`src/rtl/xbar_host_arb.sv`:
```
// Two-host TL-UL arbiter: merges instruction-fetch and load-store requests onto one
// crossbar port and routes in-order responses back through a host-id FIFO.
package tlul_pkg;
    typedef struct packed {
        logic        a_valid;
        logic [2:0]  a_opcode;
        logic [2:0]  a_param;
        logic [1:0]  a_size;
        logic [7:0]  a_source;
        logic [31:0] a_address;
        logic [3:0]  a_mask;
        logic [31:0] a_data;
        logic        d_ready;
    } tl_h2d_t;

    typedef struct packed {
        logic        d_valid;
        logic [2:0]  d_opcode;
        logic [2:0]  d_param;
        logic [1:0]  d_size;
        logic [7:0]  d_source;
        logic        d_sink;
        logic [31:0] d_data;
        logic        d_error;
        logic        a_ready;
    } tl_d2h_t;
endpackage

module xbar_host_arb #(
    parameter int unsigned Depth = 4
) (
    input  logic              clk_i,
    input  logic              rst_ni,
    input  tlul_pkg::tl_h2d_t tl_if_i,
    output tlul_pkg::tl_d2h_t tl_if_o,
    input  tlul_pkg::tl_h2d_t tl_lsu_i,
    output tlul_pkg::tl_d2h_t tl_lsu_o,
    output tlul_pkg::tl_h2d_t tl_dev_o,
    input  tlul_pkg::tl_d2h_t tl_dev_i,
    output logic [3:0]        outstanding_o,
    output logic              err_unexpected_o
);
    localparam int unsigned     PtrW    = (Depth > 1) ? $clog2(Depth) : 1;
    localparam logic [3:0]      DepthC  = 4'(Depth);
    localparam logic [PtrW-1:0] LastPtr = PtrW'(Depth - 1);

    // r_run stays low through reset and its first clock so no host sees a handshake then
    logic             r_run;
    logic             r_ptr;
    logic             r_lock;
    logic             r_lock_host;
    logic [3:0]       r_count;
    logic [PtrW-1:0]  r_wr;
    logic [PtrW-1:0]  r_rd;
    logic [Depth-1:0] r_fifo;

    logic              w_full;
    logic              w_empty;
    logic              w_gnt;
    logic              w_a_valid;
    logic              w_push;
    logic              w_pop;
    logic              w_head;
    logic              w_d_ready;
    tlul_pkg::tl_h2d_t w_gnt_req;

    // Grant selection, FIFO handshakes and per-host channel steering
    always_comb begin
        w_full  = (r_count == DepthC);
        w_empty = (r_count == 4'd0);
        if (r_lock) begin
            w_gnt = r_lock_host;
        end else if (tl_if_i.a_valid && tl_lsu_i.a_valid) begin
            w_gnt = r_ptr;
        end else if (tl_lsu_i.a_valid) begin
            w_gnt = 1'b1;
        end else begin
            w_gnt = 1'b0;
        end
        w_gnt_req = w_gnt ? tl_lsu_i : tl_if_i;
        w_a_valid = r_run && !w_full && w_gnt_req.a_valid;
        w_push    = w_a_valid && tl_dev_i.a_ready;
        w_head    = r_fifo[r_rd];
        // A beat with nothing outstanding is swallowed so the crossbar never stalls on it
        if (w_empty) begin
            w_d_ready = 1'b1;
        end else begin
            w_d_ready = w_head ? tl_lsu_i.d_ready : tl_if_i.d_ready;
        end
        w_pop = !w_empty && tl_dev_i.d_valid && w_d_ready;

        tl_dev_o         = w_gnt_req;
        tl_dev_o.a_valid = w_a_valid;
        tl_dev_o.d_ready = w_d_ready;

        tl_if_o          = tl_dev_i;
        tl_if_o.a_ready  = r_run && !w_full && !w_gnt && tl_dev_i.a_ready;
        tl_if_o.d_valid  = !w_empty && !w_head && tl_dev_i.d_valid;

        tl_lsu_o         = tl_dev_i;
        tl_lsu_o.a_ready = r_run && !w_full && w_gnt && tl_dev_i.a_ready;
        tl_lsu_o.d_valid = !w_empty && w_head && tl_dev_i.d_valid;

        err_unexpected_o = r_run && w_empty && tl_dev_i.d_valid;
    end

    // Arbitration state, host-id FIFO and occupancy count
    always_ff @(posedge clk_i or negedge rst_ni) begin
        if (!rst_ni) begin
            r_run       <= 1'b0;
            r_ptr       <= 1'b0;
            r_lock      <= 1'b0;
            r_lock_host <= 1'b0;
            r_count     <= 4'd0;
            r_wr        <= '0;
            r_rd        <= '0;
            r_fifo      <= '0;
        end else begin
            r_run       <= 1'b1;
            r_lock      <= w_a_valid && !tl_dev_i.a_ready;
            r_lock_host <= w_gnt;
            if (w_push) begin
                r_fifo[r_wr] <= w_gnt;
                r_wr         <= (r_wr == LastPtr) ? '0 : r_wr + PtrW'(1);
                r_ptr        <= ~r_ptr;
            end
            if (w_pop) begin
                r_rd <= (r_rd == LastPtr) ? '0 : r_rd + PtrW'(1);
            end
            if (w_push && !w_pop) begin
                r_count <= r_count + 4'd1;
            end else if (!w_push && w_pop) begin
                r_count <= r_count - 4'd1;
            end
        end
    end

    assign outstanding_o = r_count;
endmodule

```
`config.mk`:
```
export PLATFORM = sky130hd
export DESIGN_NAME = xbar_host_arb
export DESIGN_NICKNAME = d
export VERILOG_FILES = /design/src/rtl/xbar_host_arb.sv
export SDC_FILE = /design/constraint.sdc
export NUM_CORES = 1
export LEC_CHECK = 0
export ABC_AREA = 0
export BUFFER_PORTS_ARGS = -buffer_cell sky130_fd_sc_hd__buf_2
export CORE_AREA = 10 10 155 157
export CTS_BUF_LIST = sky130_fd_sc_hd__clkbuf_2 sky130_fd_sc_hd__clkbuf_4 sky130_fd_sc_hd__clkbuf_8
export DETAILED_ROUTE_END_ITERATION = 16
export DIE_AREA = 0 0 165 167
export SYNTH_ARGS = -nofsm -noshare
export SYNTH_HDL_FRONTEND = slang
export SYNTH_SLANG_ARGS = --single-unit
```
`constraint.sdc`:
```
create_clock -name clk_i -period 4.1 [get_ports clk_i]
set_clock_uncertainty 0.15 [all_clocks]
set_input_delay 0.82 -clock clk_i [delete_from_list [all_inputs] [get_ports clk_i]]
set_output_delay 0.82 -clock clk_i [all_outputs]
set_load 0.03 [all_outputs]
```
# Word level (Yosys, flattened, before mapping)
# Index checks and enable logic that the tools add are counted.
# Widths: inputs -> output; s select.
[classes]
add_sub_neg = 4
bitwise_logic = 1
n_eq_ne = 3
n_lt_le_gt_ge = 3
reduce_logical = 29
n_mux = 15
[op_table]
columns = ["operator", "count"]
rows = [
  ["$mux 86", 1],
  ["$logic_and 1x1->1", 20],
  ["$mux 4", 2],
  ["$logic_not 1->1", 7],
  ["$mux 1", 7],
  ["$lt 2x3->1 const B", 2],
  ["$add 2x1->2 const B", 2],
  ["$add 4x1->4 const B", 1],
  ["$bwmux 4", 1],
  ["$eq 2x2->1 const B", 2],
  ["$eq 4x3->1 const B", 1],
  ["$logic_not 4->1", 1],
  ["$mux 2", 2],
  ["$sub 4x1->4 const B", 1],
  ["$bmux 1 s2", 1],
  ["$demux 1 s2", 1],
  ["$ge 2x1->1 const B", 1],
  ["$reduce_bool 2->1", 1],
  ["$not 1->1", 1],
]
[word_totals]
in_bits = 226
reg_bits = 16
wordCells = 63
output_inout_bits = 195

# Depth between registers and ports, before layout
# Gate-level depths: netlist of run 1.
[depth]
ltp_word = 10
mapped_depth = 12

# Worst setup path before layout of run 1
# OpenSTA, ideal clock, no wires.
[synth_timing]
path_kind = "flip-flop to flip-flop"
start = "register r_count[1], in the netlist outstanding_o[1]"
end = "register r_count[3], in the netlist outstanding_o[3]"
setup_ps = 134
t_arrival_ps = 2834
path_slack_ps = 982
path_stages_with_launch = 13
path_cell_list = "dfrtp_1 > or4b_4 > and3_4 > buf_6 > and2_4 > buf_6 > ha_1 > inv_1 > ha_1 > a21o_1 > a21oi_1 > mux2i_1 > xnor2_1"
[synth_between]
elab_chain_len = 8
[synth_lines]
columns = ["item", "line", "text"]
rows = [
  ["start, declared", "52", "logic [3:0] r_count;"],
  ["start signal, assigned", "131", "r_count <= r_count + 4'd1;"],
  ["start signal, assigned", "133", "r_count <= r_count - 4'd1;"],
  ["$eq 4x3->1 *", "69", "w_full = (r_count == DepthC);"],
  ["$logic_not 1->1 *", "81", "w_a_valid = r_run && !w_full && w_gnt_req.a_valid;"],
  ["$logic_and 1x1->1 * (2 in series)", "81", ""],
  ["$logic_and 1x1->1 *", "82", "w_push = w_a_valid && tl_dev_i.a_ready;"],
  ["named net w_push", "61", "logic w_push;"],
  ["$logic_not 1->1", "132", "end else if (!w_push && w_pop) begin"],
  ["$logic_and 1x1->1", "132", ""],
  ["$reduce_bool 2->1 (no line)", "-", ""],
]
# The timed path passes the listed nets; every way through them passes the cells marked *. The select of a mux whose other input is x is not followed.
# A chain may end at the register's enable or synchronous reset.

==> results of run 1 <==
==> sequential cells by signal (all words and copies together) (netlist names) <==
register       flops
r_wr               2
r_lock_host        1
r_run              1
r_ptr              1
r_fifo             4
outstanding_o      4
r_lock             1
r_rd               2
==> worst min-delay path by stage <==
stage                           start                           end  slack (ns)  cells after the start
floorplan           r_ptr$_DFFE_PN0P_             r_ptr$_DFFE_PN0P_        0.28                      1
global placement    r_ptr$_DFFE_PN0P_             r_ptr$_DFFE_PN0P_        0.30                      1
detailed placement  r_ptr$_DFFE_PN0P_             r_ptr$_DFFE_PN0P_        0.31                      1
CTS                 r_ptr$_DFFE_PN0P_             r_ptr$_DFFE_PN0P_        0.32                      1
global route                   rst_ni  outstanding_o[0]$_DFFE_PN0P_        0.35                      1
finish              r_ptr$_DFFE_PN0P_             r_ptr$_DFFE_PN0P_        0.31                      1
==> power by group <==
part | switching, mW | leakage, nW | internal [mW]
Combinational | 0.717 | 1.64 | 0.505
Sequential | 0.0690 | 0.191 | 0.229
Clock | 0.0562 | 0.0288 | 0.0853
==> metal layers <==
| layer | vias up | share of wire, % | GRT usage, % |
|---|---|---|---|
| met2 | 188 | 46 | 12.7 |
| met1 | 1100 | 36 | 8.48 |
| met4 | 0 | 5.6 | 4.58 |
| li1 | 1199 | - | - |
| met5 | - | 0 | 0 |
| met3 | 66 | 12 | 3.45 |
==> logic make-up after synthesis <==
kind of cell	share of synthesized area (%)
AO/OA/AOI/OAI	4.06
AND/OR/NAND/NOR	5.41
adder cells (fa/ha/maj)	4.48
flip-flops	14.9
other	0.140
multiplexers	38.1
XOR/XNOR	1.31
buffers and inverters	31.6
==> through the flow <==
step           utilization (%)  cell area (um^2)
6_report                  17.6              3670
2_1_floorplan                -              2680
3_5_place_dp              17.3              3610
5_1_grt                   17.6              3660
4_1_cts                   17.6              3660
3_3_place_gp              17.3              3610
==> cells in the final DEF (no fill, tap or decap), drive strengths merged <==
cell | netlist | final
a21boi | 1 | 1
a21o | 1 | 1
a21oi | 2 | 2
a2bb2oi | 1 | 1
a31oi | 4 | 4
a41oi | 4 | 4
and2 | 1 | 1
and3 | 3 | 3
buf | 113 | 274
clkbuf | 0 | 4
conb | 1 | 1
dfrtp | 16 | 16
diode | 0 | 1
fa | 1 | 1
ha | 8 | 8
inv | 4 | 4
mux2 | 87 | 87
mux2i | 2 | 2
mux4 | 1 | 1
nand2 | 6 | 6
nand2b | 1 | 1
nand3 | 3 | 3
nand3b | 1 | 1
nor2 | 9 | 9
nor2b | 1 | 1
o21ai | 3 | 3
or4 | 1 | 1
or4b | 1 | 1
xnor2 | 3 | 3
xor2 | 1 | 1
==> final cells by class <==
cell class | instances | area, um^2
diodes | 1 | 2.50
repair buffers | 274 | 1410
fillers | 2357 | 17200
multi-input cells | 147 | 1440
flip-flops and latches | 16 | 400
inverters | 4 | 15.0
clock buffers | 4 | 55.1
well taps | 275 | 344
==> cell usage after synthesis (all sizes together) <==
| cell type | instances | area (um^2) |
|---|---|---|
| buf | 113 | 832 |
| mux2 | 87 | 980 |
| dfrtp | 16 | 400 |
| nor2 | 9 | 33.8 |
| ha | 8 | 100 |
| nand2 | 6 | 22.5 |
| a31oi | 4 | 25.0 |
| a41oi | 4 | 35.0 |
| inv | 4 | 15.0 |
| and3 | 3 | 23.8 |
| nand3 | 3 | 15.0 |
| o21ai | 3 | 15.0 |
| xnor2 | 3 | 26.3 |
| a21oi | 2 | 10.0 |
| mux2i | 2 | 20.0 |
| a21boi | 1 | 7.51 |
| a21o | 1 | 7.51 |
| a2bb2oi | 1 | 8.76 |
| and2 | 1 | 8.76 |
| conb | 1 | 3.75 |
| fa | 1 | 20.0 |
| mux4 | 1 | 22.5 |
| nand2b | 1 | 6.26 |
| nand3b | 1 | 7.51 |
| nor2b | 1 | 6.26 |
| or4 | 1 | 7.51 |
| or4b | 1 | 13.8 |
| xor2 | 1 | 8.76 |
==> worst reg2reg max path, delay by kind of cell, from the launching register on <==
family	cells	cell delay [ns]
xor+xnor	1	0.15
fa+ha+maj	2	0.45
simple gates	1	0.26
mux	3	0.97
buf+inv	2	0.21
compound gates	2	0.33
flops	1	0.41
==> summary.md, run 1 <==
| Metric | Value |
|---|---|
| Outcome | `completed` |
| Fmax | `around 290 MHz` |
| Cell Rows | `between 50 and 60` |
| Critical Path RT | `about 3.1 ns` |
| Crit path DAT | `roughly 2.5 ns` |
| Total negative slack | `0 ns` |
| Gate Count Post-Synth | `280` |
| Clock Latency Late Sink | `between 0.2 and 0.3 ns` |
| Vias in the first global route | `between 2000 and 3000` |
| Critical path depth in cells | `7` |
| Setup crit end kind | `output port` |
| Vias | `roughly 2600` |
| Reg-to-Reg Start | `r_rd[0]$_DFFE_PN0P_` |
| Drt wl/cell | `approximately 17 um` |
| YS warnings | `0` |
| Total CTS buffers | `3` |
| Power Total | `~1.7 mW` |
| Critical path fanouts, max | `42` |
| Routed Antenna Nets | `0` |
| Reg2reg end | `outstanding_o[3]$_DFFE_PN0P_` |
| CTS tree | `built` |
| CP startpoint kind | `primary input` |
| Max-Cap Viols | `0` |
| Max incr delay on CP | `between 0.4 and 0.5 ns` |
| Gpl congestion | `0.796` |
| Fin crit period | `roughly 3.5 ns` |
| Post-CTS setup buffers | `0` |
| H-tree depth | `1` |
| Setup violators final | `0` |
| Pleak | `~1.9 nW` |
| Synth unique cells | `33` |
| CP Cell Sequence | `buf_2 > nand2b_1 > nand3b_1 > nand2_4 > buf_12 > mux2_2 > buf_2` |
| Worst hold slack | `between 0.3 and 0.4 ns` |
| Max VDD drop | `between 0.2 and 0.25 mV` |
| Io pins | `~420` |
| Mapped cell area | `0.00268 mm^2` |
| FF-to-FF path depth | `11` |
| Max Slew Vio Count | `0` |
| Hold WC Path Type | `reg -> reg` |
| Detailed Route WL | `12.0 mm` |
| Clock buffer depth | `2` |
| Initial Util | `approximately an eighth` |
| Area growth, synth to finish | `36.7%` |
| Inst Count DP | `around 700` |
| Tot GR Track Use | `around 8%` |
| # clock sinks | `16` |
| Core ar. | `0.0208 mm^2` |
| GRT overflow | `0` |
| Place WS | `about 0.62 ns` |
| Fin nets | `681` |
| Final setup margin | `0.609 ns` |
| Vias per std cell | `~3.5` |
| Drt pass-1 iters | `4` |
| First-pass GRT wire length | `between 15 and 20 mm` |
| CTS Hold Bufs | `0` |
| Die ar. | `about 0.028 mm^2` |
| Crit-path most repeated cell | `buf_2` |
| Die height | `~170 um` |
| Post-route insts no fill | `about 700` |
| Critical path origin | `tl_if_i[85]` |
| FF+latch count, synth | `16` |
| Synthesized area per cell | `9.58 um^2` |
| CTS root buf | `clkbuf_8` |
| CP Capture Point | `tl_dev_o[43]` |
| Drt first-iter violations | `between 100 and 150` |
| Cell area power density | `about 450 mW/mm^2` |
| Final hold violation count | `0` |
| Antenna violations before repair | `1` |
| Largest net degree at the start of global routing | `43` |
| Resize count post-CTS | `0` |
| Layout cells sized above 1 | `83.1%` |
| Worst setup path class | `in -> out` |
| Syn nets | `a little over 500` |
| Final period utilization | `a little under nine tenths` |
| Unrepaired setup endpoints after global routing | `false` |
| Sum of net half-perimeters after detailed placement | `10.9 mm` |
| Buffers on Ports | `270` |
| DIE WIDTH | `165 um` |
| Max stage delay cell, worst path | `mux2_2` |
| Worst path buffer plus inverter count | `3` |
| CP delay by family, top | `simple AND/OR/NAND/NOR gates` |
| Clk slew on worst S/H paths | `0.06 ns` |
| DRC | `0` |
| Sequential area share after synthesis | `between 10 and 15%` |
| Flop2flop setup slack | `around 1.1 ns` |
(Power assumes the default switching activity.)
==> run 2, diff against run 1 <==
--- a/config.mk
+++ b/config.mk
@@ -8,8 +8,9 @@
 export ABC_AREA = 0
 export BUFFER_PORTS_ARGS = -buffer_cell sky130_fd_sc_hd__buf_2
-export CORE_AREA = 10 10 155 157
+export CORE_AREA = 2 2 164 166
 export CTS_BUF_LIST = sky130_fd_sc_hd__clkbuf_2 sky130_fd_sc_hd__clkbuf_4 sky130_fd_sc_hd__clkbuf_8
 export DETAILED_ROUTE_END_ITERATION = 16
-export DIE_AREA = 0 0 165 167
+export DIE_AREA = 0 0 166 168
+export SETUP_SLACK_MARGIN = 0.5
 export SYNTH_ARGS = -nofsm -noshare
 export SYNTH_HDL_FRONTEND = slang
==> constraint.sdc (replaced) <==
create_clock -name clk_i -period 4.1 [get_ports clk_i]
set_clock_uncertainty 0.15 [all_clocks]
set_input_delay 0.205 -clock clk_i [delete_from_list [all_inputs] [get_ports clk_i]]
set_output_delay 0.205 -clock clk_i [all_outputs]
set_load 0.03 [all_outputs]
==> run 2 against run 1 <==
Net effect:
- clock power hardly changed
- sequential share of layout area is 0.22 points lower
- global-route usage is 1.7 points lower
- critical endpoint is now outstanding_o[3]$_DFFE_PN0P_
- non-clock buffer count is 2 higher
- cell count is 9.4% higher
- register-to-register slack better by 0.05 ns
==> summary.md, run 2 (same netlist as run 1, synthesis figures left out) <==
| Metric | Value |
|---|---|
| Crit-path most repeated cell | `ha_1` |
| Drt first-iter violations | `77` |
| Pleak | `~1.9 nW` |
| Slew @ Worst Pin | `0.840 ns` |
| DRC | `0` |
| Die ar. | `~0.028 mm^2` |
| FF-to-FF path depth | `10` |
| Die height | `approximately 170 um` |
| Clk slew on worst S/H paths | `0.06 ns` |
| CTS root buf | `clkbuf_8` |
| Clock Latency Late Sink | `0.25 ns` |
| Total negative slack | `0 ns` |
| Core ar. | `approximately 0.026 mm^2` |
| Reg-to-Reg Start | `outstanding_o[1]$_DFFE_PN0P_` |
| Most frequent cells in the layout | `buf_2, mux2_2, dfrtp_1, nor2_1, ha_1` |
| Initial Util | `10.2%` |
| CP Cell Sequence | `or4b_4 > and3_4 > and2_4 > ha_1 > inv_1 > ha_1 > a21o_1 > a21oi_1 > mux2i_1 > xnor2_1` |
| Detailed Route WL | `roughly 10 mm` |
| Reg2reg end | `outstanding_o[3]$_DFFE_PN0P_` |
| Outcome | `completed` |
| # clock sinks | `16` |
| Post-route insts no fill | `789` |
| Io pins | `approximately 420` |
| Most common cell after layout, fill and taps aside | `buf_2` |
| Antenna violations before repair | `1` |
| Critical Path RT | `slightly above 4 ns` |
| Routed Antenna Nets | `0` |
| Rel. slew slack | `between 40 and 50%` |
| Drt pass-1 iters | `4` |
| Max stage delay cell, worst path | `or4b_4` |
| GRT overflow | `0` |
| Area growth, synth to finish | `39.5%` |
| Final hold violation count | `0` |
| Layout cells sized above 1 | `83.0%` |
| Total CTS buffers | `3` |
| Hold endpoint | `r_lock$_DFF_PN0_` |
| Worst hold slack | `0.0109 ns` |
| Flop2flop setup slack | `about 1.1 ns` |
| Fin crit period | `roughly 3 ns` |
| Design area | `roughly 0.0037 mm^2` |
| Worst setup path class | `reg -> reg` |
| Setup crit end kind | `flip-flop` |
| Tot GR Track Use | `under 10%` |
| H-tree depth | `1` |
| DP Area | `0.00367 mm^2` |
| CP startpoint kind | `flip-flop` |
| Post-CTS setup buffers | `0` |
| Max incr delay on CP | `between 0.5 and 0.6 ns` |
| Cell Rows | `60` |
| Max Slew Vio Count | `0` |
| Final setup margin | `around 1.1 ns` |
| Min-Delay Path Depth | `2` |
| Sum of net half-perimeters after detailed placement | `~8.7 mm` |
| Worst Hold Launch | `tl_dev_i[0]` |
| Place WS | `between 1 and 1.5 ns` |
| Clock buffer depth | `2` |
| Fin nets | `between 600 and 700` |
| Max-Cap Viols | `0` |
| Fmax | `between 300 and 400 MHz` |
| Buffers on Ports | `between 200 and 300` |
| Gpl congestion | `a little over 0.8` |
| Max VDD drop | `between 0.1 and 0.15 mV` |
| Inst Count DP | `just under 800` |
| Largest net degree at the start of global routing | `63` |
| Vias | `about 2600` |
| Vias per std cell | `around 3.3` |
| Critical path fanouts, max | `8` |
| Setup violators final | `0` |
| CTS tree | `built` |
| Cell area power density | `~440 mW/mm^2` |
| First-pass GRT wire length | `approximately 14 mm` |
| Hold WC Path Type | `in -> reg` |
| Vias in the first global route | `2526` |
| Unrepaired setup endpoints after global routing | `false` |
| Layout fillers | `2981` |
| DIE WIDTH | `around 170 um` |
| Drt wl/cell | `around 12 um` |
| Crit path DAT | `around 3 ns` |
| Power Total | `1.65 mW` |
| Final period utilization | `72.5%` |
| Final core occ | `14.2%` |
[run 2: how the worst max path moves through the flow]
stage / end / startpoint / cells after the start / slack, ns
finish: outstanding_o[3]$_DFFE_PN0P_ / outstanding_o[1]$_DFFE_PN0P_ / 10 / 1.13
global route: outstanding_o[3]$_DFFE_PN0P_ / r_rd[0]$_DFFE_PN0P_ / 11 / 0.95
CTS: outstanding_o[3]$_DFFE_PN0P_ / outstanding_o[1]$_DFFE_PN0P_ / 10 / 1.13
detailed placement: outstanding_o[3]$_DFFE_PN0P_ / outstanding_o[1]$_DFFE_PN0P_ / 10 / 1.17
global placement: outstanding_o[3]$_DFFE_PN0P_ / outstanding_o[1]$_DFFE_PN0P_ / 10 / 1.17
floorplan: outstanding_o[3]$_DFFE_PN0P_ / outstanding_o[1]$_DFFE_PN0P_ / 12 / 0.98
[run 2: where the power goes]
part / leakage [nW] / internal [mW] / switching (mW)
logic: 1.64 / 0.503 / 0.710
clock network: 0.0288 / 0.0852 / 0.0544
registers: 0.191 / 0.229 / 0.0676
total: 1.86 / 0.818 / 0.832
[run 2: cell type report]
class,count,area (um^2),area share [%]
Timing Repair Buffer,276,1400,37.4
Multi-Input combinational cell,147,1440,38.6
Tap cell,341,427,11.4
Clock buffer,4,55.1,1.47
Inverter,4,15.0,0.401
Sequential cell,16,400,10.7
Antenna cell,1,2.50,0.0669
[run 2: per-layer routing]
| layer | part of all wire [%] | track usage [%] |
|---|---|---|
| met5 | 0 | 0 |
| met4 | 4.4 | 3.52 |
| met3 | 11 | 1.95 |
| met2 | 48 | 10.6 |
| met1 | 37 | 7.00 |
[run 2: critical path, delay by kind of cell, from the launching register on]
| kind | cells | cell delay, ns |
|---|---|---|
| xor+xnor | 1 | 0.13 |
| fa+ha+maj | 2 | 0.47 |
| simple gates | 3 | 0.98 |
| mux | 1 | 0.23 |
| buf+inv | 1 | 0.13 |
| flops | 1 | 0.45 |
| compound gates | 2 | 0.34 |
[run 2: timing repair]
action                    in CTS  in global routing
hold endpoints to repair      16                  0
hold buffers                   1                  0
gates resized for setup        0                  0
==> run 3, diff against run 2 <==
Settings changed: ABC_AREA 0 to 1, CORE_AREA 2 2 164 166 to 2 2 165 167, DIE_AREA 0 0 166 168 to 0 0 167 169.
Clock period 4.1 ns to 3.1 ns, I/O delays scaled along.
==> run 3 against run 2 <==
Net effect:
- sequential cell count did not move
- combinational power rose by 59%
- worst hold slack improved by 0.024 ns
- fmax rose by 21%
- setup slack got worse by 0.48 ns
- routed wire length rose by 15%
- critical path depth rose by 5
- total power rose by 49%
- register-to-register slack got worse by 0.48 ns
- non-clock buffer count rose by 1
- synthesized cell count rose by 75%
- largest power group unchanged
==> summary.md, run 3 <==
| Metric | Value |
|---|---|
| Outcome | `completed` |
| Fin nets | `about 900` |
| Clock power share | `6.2%` |
| XOR/XNOR Fraction of Synth Area | `0.626%` |
| Crit path DAT | `about 2.5 ns` |
| Mapped cell area | `0.00280 mm^2` |
| Buffers on Ports | `270` |
| FF+latch count, synth | `16` |
| Layout cells sized above 1 | `45.9%` |
| Antenna violations before repair | `2` |
| Ys async rst share | `between 90% and 100%` |
| Cell area power density | `approximately 640 mW/mm^2` |
| Pleak | `between 2 and 2.5 nW` |
| Gate Count Post-Synth | `approximately 500` |
| Total negative slack | `0 ns` |
| Synthesized area per cell | `~5.7 um^2` |
| Top post-synthesis cells by count | `nand2_1, buf_4, dfrtp_1, nand3_1` |
| Io pins | `approximately 420` |
| Multi-input gate area | `around 0.0015 mm^2` |
| CP startpoint kind | `flip-flop` |
| GRT overflow | `0` |
| Initial Util | `around a tenth` |
| Area fraction in compound gates after synthesis | `about 1.7%` |
| Final period utilization | `between 70% and 80%` |
| Final hold violation count | `0` |
| Top_reg_cell synth | `dfrtp_1` |
| Die ar. | `between 0.02 and 0.03 mm^2` |
| Worst setup path class | `reg -> reg` |
| Yosys top cell area share | `38.7%` |
| Vias per std cell | `approximately 3.4` |
| Pint | `slightly below 1 mW` |
| YS warnings | `0` |
| Total CTS buffers | `3` |
| Max Slew Vio Count | `0` |
| Clock buffer depth | `2` |
| Max-Cap Viols | `0` |
| Design area | `about 0.0039 mm^2` |
| Clk slew on worst S/H paths | `about 0.06 ns` |
| Cell Rows | `60` |
| Area occupied by registers | `roughly 400 um^2` |
| NetSw | `1.47 mW` |
| Largest family of logic cells by synthesized area | `simple AND/OR/NAND/NOR gates` |
| Vias | `~3400` |
| Die height | `between 150 and 200 um` |
| Largest net degree at the start of global routing | `between 80 and 90` |
| Vias in the first global route | `about 2900` |
| Final core occ | `roughly 15%` |
| Adder-Cell Fraction of Synth Area | `4.30%` |
| Most frequent cells in the layout | `nand2_1, buf_2, nand3_1, dfrtp_1, inv_1` |
| Setup violators final | `0` |
| Detailed Route WL | `11.3 mm` |
| Logic pwr share | `between 70% and 80%` |
| Sequential area share after synthesis | `14.3%` |
| Area share of and/or/nand/nor cells after synthesis | `44.9%` |
| Mux contribution to synthesized area | `less than 1%` |
| Critical Path RT | `about 3.1 ns` |
| DIE WIDTH | `between 150 and 200 um` |
| Syn nets | `between 700 and 800` |
| DRC | `0` |
| Max VDD drop | `~0.24 mV` |
| Most common cell after layout, fill and taps aside | `nand2_1` |
| Core ar. | `roughly 0.027 mm^2` |
| Drt pass-1 iters | `4` |
| Setup crit end kind | `flip-flop` |
| Layout fillers | `slightly above 3000` |
| Critical path fanouts, max | `4` |
| Synth area leaders | `nand2_1, buf_4, dfrtp_1` |
| First-pass GRT wire length | `roughly 15 mm` |
| CTS root buf | `clkbuf_8` |
| Switching share of total power | `59.6%` |
| Sum of net half-perimeters after detailed placement | `9.33 mm` |
| Drt wl/cell | `around 11 um` |
| Tot GR Track Use | `7.01%` |
| Synth unique cells | `22` |
| Yosys top cell by area | `nand2_1` |
| Area growth, synth to finish | `37.9%` |
| Gpl congestion | `0.753` |
| H-tree depth | `1` |
| Clock Latency Late Sink | `between 0.2 and 0.3 ns` |
| Antenna diode count | `0` |
| Routed Antenna Nets | `0` |
| Fmax | `roughly 400 MHz` |
| CTS tree | `built` |
| DP Area | `0.00373 mm^2` |
| Most common cell in the synthesized netlist | `nand2_1` |
| Drt first-iter violations | `between 100 and 150` |
| Hold WC Path Type | `in -> reg` |
| Sequential power share | `15.6%` |
| EDFF count, synth | `0` |
| Unrepaired setup endpoints after global routing | `false` |
| Fin crit period | `2.45 ns` |
| # clock sinks | `16` |
## run 3: cell count changes after synthesis, moves of 6 or more
cell     change
nand2_1    +282
mux2_2      -86
nand3_1     +13
inv_1        +6
## run 3: routing by layer
metal / track usage (%) / vias to the layer above / share of wire (%)
li1: - / 1701 / -
met1: 7.94 / 1400 / 36
met2: 11.4 / 197 / 46
met3: 2.62 / 60 / 12
met4: 3.97 / 0 / 5.9
met5: 0 / - / 0
## run 3: kinds of logic (layout without fill, tap and decap cells)
logic type,Yosys count,count (layout)
AOI/OAI and AO/OA,9,9
xor gates and xnor gates,2,2
adders and majority gates,9,9
buffers and inverters,133,293
DFF,16,16
muxes,1,1
other,1,1
and+or+nand+nor,320,320
## run 3: timing repair
item | in CTS | in global routing
setup endpoints to repair | 1 | 2
endpoints found under the hold margin | 16 | 0
hold buffers | 1 | 0
resized for setup | 0 | 11
buffers inserted | 1 | 3
pin swaps | 1 | 3
## run 3: metrics by stage
step	std cells	total power [mW]	hold slack, ns	setup slack, ns
after CTS	989	2.40	0.0271	0.545
final	992	2.46	0.0354	0.653
after global routing	992	2.68	0.0333	0.443
after global placement	984	2.21	-0.0527	0.575
after detailed placement	984	2.24	-0.0491	0.528
after floorplan	491	1.93	-0.291	0.575
## run 3: final timing paths
path                       slack (ns)  cells after the start                            to                  start
setup / recovery                 0.65                     15  outstanding_o[3]$_DFFE_PN0P_    r_rd[0]$_DFFE_PN0P_
hold / removal                   0.04                      2              r_lock$_DFF_PN0_            tl_dev_i[0]
setup reg to reg                 0.65                     15  outstanding_o[3]$_DFFE_PN0P_    r_rd[0]$_DFFE_PN0P_
hold reg to reg                  0.32                      2         r_fifo[1]$_DFFE_PN0P_  r_fifo[1]$_DFFE_PN0P_
max in group asynchronous        2.30                      2  outstanding_o[2]$_DFFE_PN0P_                 rst_ni
min in group asynchronous        0.20                      2           r_wr[1]$_DFFE_PN0P_                 rst_ni
## run 3: power by group through the flow
| stage | logic [mW] | registers, mW | clock network (mW) |
|---|---|---|---|
| after global placement | 1.83 | 0.375 | 0 |
| after global routing | 2.11 | 0.400 | 0.172 |
| after floorplan | 1.51 | 0.419 | 0 |
| final | 1.92 | 0.384 | 0.153 |
| after CTS | 1.86 | 0.379 | 0.160 |
| after detailed placement | 1.85 | 0.383 | 0 |
## run 3: worst max-delay path, stage by stage (launching register included)
cell and delay [ns]:
dfrtp_2 0.43, a21oi_1 0.14, nand2_1 0.12, nand2_2 0.09
nand2_1 0.06, nand3_2 0.09, nand2_2 0.08, ha_1 0.20
inv_2 0.12, ha_4 0.22, a21oi_1 0.12, nand2_1 0.09
buf_4 0.14, o21ai_0 0.17, nand2_1 0.08, nand2_1 0.06
## run 3: layout make-up
type / instances / area share [%]
clock buffer: 3 / 1.07
inverter: 13 / 1.27
multi-input combinational: 342 / 38.7
sequential: 16 / 10.5
tap: 341 / 11.1
timing repair buffer: 277 / 37.5
